==> config.mk <==
export PLATFORM = sky130hd
export DESIGN_NAME = serial_adder
export DESIGN_NICKNAME = d
export VERILOG_FILES = /design/src/rtl/serial_adder.sv
export SDC_FILE = /design/constraint.sdc
export NUM_CORES = 1
export LEC_CHECK = 0
export ABC_AREA = 1
export ABC_CLOCK_PERIOD_IN_PS = 3200
export CORE_ASPECT_RATIO = 1.5
export CORE_UTILIZATION = 56
export DETAILED_ROUTE_END_ITERATION = 6
export GPL_ROUTABILITY_DRIVEN = 0
export PLACE_DENSITY = 0.88
export SYNTH_ARGS = -nofsm -noshare
export SYNTH_HDL_FRONTEND = slang
export SYNTH_SLANG_ARGS = --single-unit
==> constraint.sdc <==
create_clock -name clk -period 3.2 [get_ports clk]
set_input_delay 0.64 -clock clk [delete_from_list [all_inputs] [get_ports clk]]
set_output_delay 0.64 -clock clk [all_outputs]
set_load 0.01 [all_outputs]
==> src/rtl/serial_adder.sv <==
// serial_adder: bit-serial N-bit unsigned adder.
//
// Produces one result bit per clock, LSB first. Each cycle's bit slice is a full adder
// built from two half-adder cells plus an OR, with the carry held in a register between
// slices. This uses far less logic than a parallel ripple adder, at the cost of N+2
// cycles per operation.
//
// Parameters
//   N      operand/result width in bits (N >= 1)
//
// Ports
//   clk    clock; all state updates on the rising edge
//   rst    asynchronous active-high reset; clears all state and abandons any operation
//   start  request; only sampled while idle
//   a, b   operands; captured on an accepted start
//   busy   high while an operation is in flight (ADD or DONE)
//   done   one-cycle pulse; sum/cout are valid from this cycle on
//   sum    (a + b) mod 2^N; held until the next result is produced
//   cout   carry out of bit N-1; held with sum
module serial_adder #(
  parameter int unsigned N = 8
) (
  input  logic         clk,
  input  logic         rst,
  input  logic         start,
  input  logic [N-1:0] a,
  input  logic [N-1:0] b,
  output logic         busy,
  output logic         done,
  output logic [N-1:0] sum,
  output logic         cout
);

  localparam int unsigned CW = (N > 1) ? $clog2(N) : 1;
  localparam logic [CW-1:0] LastCount = CW'(N - 1);

  typedef enum logic [1:0] {
    StIdle,
    StAdd,
    StDone
  } state_e;

  state_e          state_q, state_d;
  logic [N-1:0]    a_sr_q, a_sr_d;
  logic [N-1:0]    b_sr_q, b_sr_d;
  logic [N-1:0]    sum_sr_q, sum_sr_d;
  logic [N-1:0]    sum_q, sum_d;
  logic            carry_q, carry_d;
  logic            cout_q, cout_d;
  logic [CW-1:0]   count_q, count_d;

  // Half-adder cell: {carry, sum}.
  function automatic logic [1:0] half_add(input logic x, input logic y);
    return {x & y, x ^ y};
  endfunction

  // Full-adder bit slice for the current LSBs and the registered carry.
  logic [1:0] ha0, ha1;
  logic       fa_sum, fa_carry;

  always_comb begin
    ha0      = half_add(a_sr_q[0], b_sr_q[0]);
    ha1      = half_add(ha0[0], carry_q);
    fa_sum   = ha1[0];
    fa_carry = ha0[1] | ha1[1];
  end

  // Result shift register with the new bit entering at the MSB. After N slices the
  // first bit computed (bit 0) has reached the LSB.
  logic [N-1:0] sum_shift;

  if (N == 1) begin : g_w1
    assign sum_shift = fa_sum;
  end else begin : g_wn
    assign sum_shift = {fa_sum, sum_sr_q[N-1:1]};
  end

  always_comb begin
    state_d  = state_q;
    a_sr_d   = a_sr_q;
    b_sr_d   = b_sr_q;
    sum_sr_d = sum_sr_q;
    sum_d    = sum_q;
    carry_d  = carry_q;
    cout_d   = cout_q;
    count_d  = count_q;

    unique case (state_q)
      StIdle: begin
        if (start == 1'b1) begin
          a_sr_d  = a;
          b_sr_d  = b;
          carry_d = 1'b0;
          count_d = '0;
          state_d = StAdd;
        end
      end
      StAdd: begin
        a_sr_d   = a_sr_q >> 1;
        b_sr_d   = b_sr_q >> 1;
        carry_d  = fa_carry;
        sum_sr_d = sum_shift;
        count_d  = count_q + CW'(1);
        if (count_q == LastCount) begin
          // Load the outputs on the edge that enters DONE, so sum/cout are
          // already valid during the done pulse.
          sum_d   = sum_shift;
          cout_d  = fa_carry;
          state_d = StDone;
        end
      end
      StDone: begin
        state_d = StIdle;
      end
      default: begin
        state_d = StIdle;
      end
    endcase
  end

  always_ff @(posedge clk or posedge rst) begin
    if (rst) begin
      state_q  <= StIdle;
      a_sr_q   <= '0;
      b_sr_q   <= '0;
      sum_sr_q <= '0;
      sum_q    <= '0;
      carry_q  <= 1'b0;
      cout_q   <= 1'b0;
      count_q  <= '0;
    end else begin
      state_q  <= state_d;
      a_sr_q   <= a_sr_d;
      b_sr_q   <= b_sr_d;
      sum_sr_q <= sum_sr_d;
      sum_q    <= sum_d;
      carry_q  <= carry_d;
      cout_q   <= cout_d;
      count_q  <= count_d;
    end
  end

  assign busy = (state_q != StIdle);
  assign done = (state_q == StDone);
  assign sum  = sum_q;
  assign cout = cout_q;

endmodule

==> flow_summary.yaml, run 1 <==
worst_hold_path:
  min_path_cells: 2
  hold_path_class: "reg -> reg"
global_routing:
  grt_pass1_vias: 1330
  grtUsageMet1_pct: 31.70
  overflow: 0
  grt_use_met2_pct: 39.94
  grt_pass1_wl_mm: 5.913
  busiest_layer: "met2"
  grt_start_max_net_pins: 39
  grt.total_usage_pct: 24.95
  antenna_found_initial: 0
  grt_util_met3_pct: 7.653
cts:
  clk_latency_ns: 0.29
  hold_buffers: 0
  cts_max_level: 2
  clk_path_buf_depth: 2
  tritoncts: "done"
  cts_sinks: 38
  cts_setup_buffers: 0
  cts-resized-gates: 0
  cts_buffers: 5
  root_buffer: "clkbuf_8"
  clk_pin_slew_worst_paths_ns: 0.07
power_and_ir_drop:
  p_sw_uw: 785.7
  p_per_area_mw_per_mm2: 940.2
  comb_power_share_pct: 40.5
  leakagePower_uw: 0.001181
  clkPwrFrac_pct: 19.3
  ir_worst_vdd_mv: 0.6561
  swShare_pct: 38.14
  pwr-share-seq_pct: 40.2
  internal_power_uw: 1274
synthesis:
  yosys-top-cells-area: "dfrtp_1 53%, nand2_1 20%, inv_1 7.8%, nand3_1 3.9%, o21ai_2 3.0%"
  synth_top_area_cell: "dfrtp_1"
  yosysWarnings: 0
  ys_seq_area_share_pct: 53.48
  postSynthCellCount: 218
  synth-seq-cells: 38
  synth_cell_types: 18
  synth_area_per_cell_um2: 8.156
  synth_top_area_share_pct: 53.48
  syn_nets: 240
  syn_area_mm2: 0.001778
final_layout:
  fin_util_pct: 73.70
  drive_gt1_share_pct: 8.800
  fillers: 231
  nNetsFinal: 271
  diodes: 0
  syn_to_final_growth_pct: 23.22
  stdcell_area_mm2: 0.002191
drt:
  vias: 1428
  drt_pass1_iterations: 4
  via_per_inst: 4.941
  remaining_drc_errors: 0
  ant_nets: 0
  drt_iter0_drc: 46
  routedWlPerCell_um: 12.17
  finalWirelength_mm: 3.516
timing:
  max_slew_margin_pct: 68.67
  setup_viol: 0
  clock_skew_ns: 0.001655
  hold_violations: 0
  slew_violations: 0
  worst_slack_ns: 1.037
  fmax_mhz: 462.2
  whs_ns: 0.4806
  rsz0062_at_grt: "no"
  tightest_slew_ns: 0.4700
  tns_ns: 0
  finalCriticalPeriod_ns: 2.163
  fin_crit_sh_pct: 67.61
floorplan:
  std_cell_rows: 24
  die_h_um: 71.01
  initial_core_util_pct: 59.81
  die_w_um: 48.01
  coreArea_mm2: 0.002973
  io_pins: 30
  die_area_mm2: 0.003409
worst_setup_path:
  rr_worst_depth: 5
  crit_path_start_kind: "flop"
  end_kind: "primary output"
  critPathMaxFanout: 8
  criticalPathCategory: "reg -> out"
  crit_required_ns: 2.56
  arrival_ns: 1.52
job:
  cap_viol_max_count: 0
place:
  post-place-ws_ns: 1.330
  numPortBuffers: 29
  dp_hpwl_mm: 2.396
  placed_area_mm2: 0.002082
status:
  status: "complete, no violations"
cells in the final DEF (no fill, tap or decap), types with 2 or more instances in the layout:
master           count
dfrtp_1             38
nand2_1             93
nand2_4              2
clkdlybuf4s50_1     29
nor2_1               2
clkinv_2             2
a21oi_1              2
clkbuf_8             5
o21ai_0              9
inv_1               37
o21ai_2              6
ha_1                 2
buf_4                3
nand3_1             14
layout make-up:
type | count | area (µm²) | area share, %
Sequential cell | 38 | 950.9 | 43.40
Multi-Input combinational cell | 134 | 624.3 | 28.50
Timing Repair Buffer | 32 | 312.8 | 14.28
Inverter | 38 | 145.1 | 6.625
Clock buffer | 5 | 68.82 | 3.141
Tap cell | 39 | 48.80 | 2.227
Clock inverter | 3 | 40.04 | 1.828
logic make-up (layout without fill, tap and decap cells):
| logic type | Yosys count | in the layout | share of synthesized area, % |
|---|---|---|---|
| simple gates | 113 | 113 | 26.25 |
| compound gates | 18 | 18 | 6.333 |
| flops | 38 | 38 | 53.48 |
| fa+ha+maj | 3 | 3 | 2.533 |
| buf+inv | 46 | 78 | 11.40 |
worst paths after layout:
kind                            start   endpoint  slack (ns)
min reg2reg                    sum[4]     sum[4]        0.48
min                            sum[4]     sum[4]        0.48
max                        state_q[0]       busy        1.04
min in group asynchronous         rst     sum[7]        0.75
max reg2reg                state_q[0]  a_sr_q[3]        1.61
max in group asynchronous         rst  b_sr_q[4]        2.11
per-stage QoR:
stage               std cells  power (µW)
floorplan                 218        1408
global placement          281        1623
detailed placement        281        1670
CTS                       289        2075
global route              289        2235
finish                    289        2060
cell usage after synthesis:
master	n
inv_1	37
ha_1	2
dfrtp_1	38
nor2_4	1
o21ai_1	1
nand2_2	1
nand2_1	93
inv_4	1
buf_2	4
a21oi_1	2
clkbuf_1	1
nand2_4	2
nand3_1	14
o21ai_2	6
fa_1	1
nor2_1	2
buf_6	3
o21ai_0	9
per-layer routing:
metal	share of wire (%)	up-vias
met3	5.1	5
met1	41	670
met5	0	-
li1	-	711
met4	1.5	0
met2	52	42
state kept, by name, summed over array words and instances, names as in the netlist:
register and flops:
a_sr_q 8, cout 1, sum_sr_q 7, state_q 2, sum 8, carry_q 1, b_sr_q 8, count_q 3
power groups by stage:
stage | sequential [µW] | clock [µW] | combinational (µW)
after floorplan | 819 | 0 | 589
after global placement | 825 | 0 | 798
after detailed placement | 835 | 0 | 834
after CTS | 828 | 400 | 847
after global routing | 851 | 420 | 963
final | 827 | 398 | 835
worst max-delay path: stages, from the launching register on:
cell	delay, ns
dfrtp_1	0.54
inv_4	0.09
nand2_1	0.08
clkdlybuf4s50_1	0.53
Note: power is estimated with default switching activity, not from simulation.
==> run 2: changes to the inputs <==
--- a/config.mk
+++ b/config.mk
@@ -6,12 +6,12 @@
 export NUM_CORES = 1
 export LEC_CHECK = 0
 export ABC_AREA = 1
-export ABC_CLOCK_PERIOD_IN_PS = 3200
+export ABC_CLOCK_PERIOD_IN_PS = 1750
 export CORE_ASPECT_RATIO = 1.5
-export CORE_UTILIZATION = 56
+export CORE_UTILIZATION = 47
 export DETAILED_ROUTE_END_ITERATION = 6
 export GPL_ROUTABILITY_DRIVEN = 0
-export PLACE_DENSITY = 0.88
+export PLACE_DENSITY = 0.79
 export SYNTH_ARGS = -nofsm -noshare
 export SYNTH_HDL_FRONTEND = slang
 export SYNTH_SLANG_ARGS = --single-unit
==> constraint.sdc (replaced) <==
create_clock -name clk -period 1.75 [get_ports clk]
set_input_delay 0.35 -clock clk [delete_from_list [all_inputs] [get_ports clk]]
set_output_delay 0.35 -clock clk [all_outputs]
set_load 0.01 [all_outputs]
==> run 2 against run 1 <==
Compared with the run above:
- register-to-register slack worse by 1.3 ns
- combinational power up 86%
- count of clock-buffer cells in the layout up 2
- flip-flop and latch count unchanged
- non-clock buffer count up 3
- hold slack worse by 0.064 ns
- highest routed layer unchanged
==> flow_summary.yaml, run 2 (synthesis gave the netlist of run 1 again) <==
cts:
  clk_pin_slew_worst_paths_ns: 0.07
  clk_path_buf_depth: 2
  tritoncts: "done"
  cts_sinks: 38
  clk_latency_ns: 0.28
  root_buffer: "clkbuf_8"
  cts_max_level: 2
  cts_buffers: 5
  hold_buffers: 0
timing:
  rsz0062_at_grt: "no"
  worst_slack_ns: 0.07366
  tightest_slew_ns: 0.2791
  tns_ns: 0
  clock_skew_ns: 0.004009
  finalCriticalPeriod_ns: 1.676
  setup_viol: 0
  max_slew_margin_pct: 81.33
  slew_violations: 0
  fin_crit_sh_pct: 95.79
  fmax_mhz: 596.5
  hold_violations: 0
worst_setup_path:
  arrival_ns: 1.33
  reg2reg_from: "state_q[0]"
  criticalPathCategory: "reg -> out"
  end_kind: "primary output"
  critPathMaxFanout: 4
  crit_path_start_kind: "flop"
  r2r_end: "a_sr_q[3]"
  rr_worst_depth: 6
  crit_chain: "inv_4, nand2_1, clkdlybuf4s50_1"
  cp_slowest_stage_delay_ns: 0.52
  crit_required_ns: 1.40
  crit_family: "buffers and inverters"
  r2r_slack_ns: 0.27
  slowest_stage: "clkdlybuf4s50_1"
  crit_buf_inv: 2
place:
  numPortBuffers: 29
  post-place-ws_ns: 0.2835
  placed_area_mm2: 0.002107
  dp_hpwl_mm: 2.336
drt:
  remaining_drc_errors: 0
  vias: 1369
  drt_iter0_drc: 41
  routedWlPerCell_um: 11.59
  finalWirelength_mm: 3.418
  via_per_inst: 4.641
  drt_pass1_iterations: 4
  ant_nets: 0
power_and_ir_drop:
  leakagePower_uw: 0.001199
  clkPwrFrac_pct: 15.1
  internal_power_uw: 2219
  power_uw: 3607
  pwr-share-seq_pct: 41.7
  p_sw_uw: 1388
  p_per_area_mw_per_mm2: 1639
  swShare_pct: 38.48
  ir_worst_vdd_mv: 1.016
  comb_power_share_pct: 43.1
final_layout:
  nNetsFinal: 274
  syn_to_final_growth_pct: 23.79
  stdcell_area_mm2: 0.002201
  diodes: 0
  final_common_cell: "nand2_1"
  regArea_um2: 950.9
  drive_gt1_share_pct: 9.127
  final_cell_mix: "93 x nand2_1, 38 x dfrtp_1, 36 x inv_1, 28 x clkdlybuf4s50_1, 14 x nand3_1"
  multi_input_area_um2: 624.3
  fillers: 341
floorplan:
  die_w_um: 52.22
  initial_core_util_pct: 48.73
  coreArea_mm2: 0.003649
  std_cell_rows: 27
  die_area_mm2: 0.004038
  io_pins: 30
  die_h_um: 77.33
global_routing:
  antenna_found_initial: 0
  grt_start_max_net_pins: 39
  grt_pass1_vias: 1325
  grt_pass1_wl_mm: 5.720
  grt.total_usage_pct: 19.32
  overflow: 0
worst_hold_path:
  hold_path_class: "in -> async"
status:
  status: "complete, no violations"
job:
  cap_viol_max_count: 0
[run 2: tightest hold or removal path, stage by stage]
cell             delay (ns)
clkdlybuf4s50_1        0.39
inv_1                  0.09
buf_12                 0.23
[run 2: metal layers]
| layer | share of wire [%] | global-route usage, % | vias to the layer above |
|---|---|---|---|
| li1 | - | - | 709 |
| met1 | 44 | 22.99 | 614 |
| met2 | 49 | 32.05 | 37 |
| met3 | 4.3 | 5.357 | 9 |
| met4 | 2.1 | 7.632 | 0 |
| met5 | 0 | 0 | - |
[run 2: worst max-delay path by stage]
stage,startpoint,end,slack (ns),cells past startpoint
after floorplan,state_q[0],done,0.53,3
after global placement,state_q[1],done,0.29,3
after detailed placement,start,a_sr_q[3],0.28,5
after CTS,state_q[0],done,0.04,2
after global routing,state_q[0],busy,0.02,3
final,state_q[0],busy,0.07,3
[run 2: power groups by stage]
stage	combinational (µW)	sequential, µW	clock (µW)
after detailed placement	1540	1520	0
after global placement	1490	1500	0
after CTS	1560	1510	563
after global routing	1790	1550	601
after floorplan	1080	1500	0
final	1550	1510	546
[run 2: area by class of cell]
cell class,count,area share [%]
clock buffer,7,3.468
inverter,38,6.595
sequential,38,43.21
tap,43,2.445
multi-input combinational,134,28.37
timing repair buffer,35,15.92
[run 2: per-stage QoR]
step | utilization (%) | hold WS [ns] | instances
2_1_floorplan | - | 0.4422 | 218
3_3_place_gp | 57.75 | 0.4621 | 286
3_5_place_dp | 57.75 | 0.4653 | 286
4_1_cts | 60.05 | 0.4252 | 294
5_1_grt | 60.32 | 0.4557 | 295
6_report | 60.32 | 0.4169 | 295
[run 2: timing repair]
| item | 4_1_cts | 5_1_grt |
|---|---|---|
| resized for setup | 0 | 2 |
| setup buffers | 1 | 1 |
| endpoints found under the setup margin | 1 | 2 |
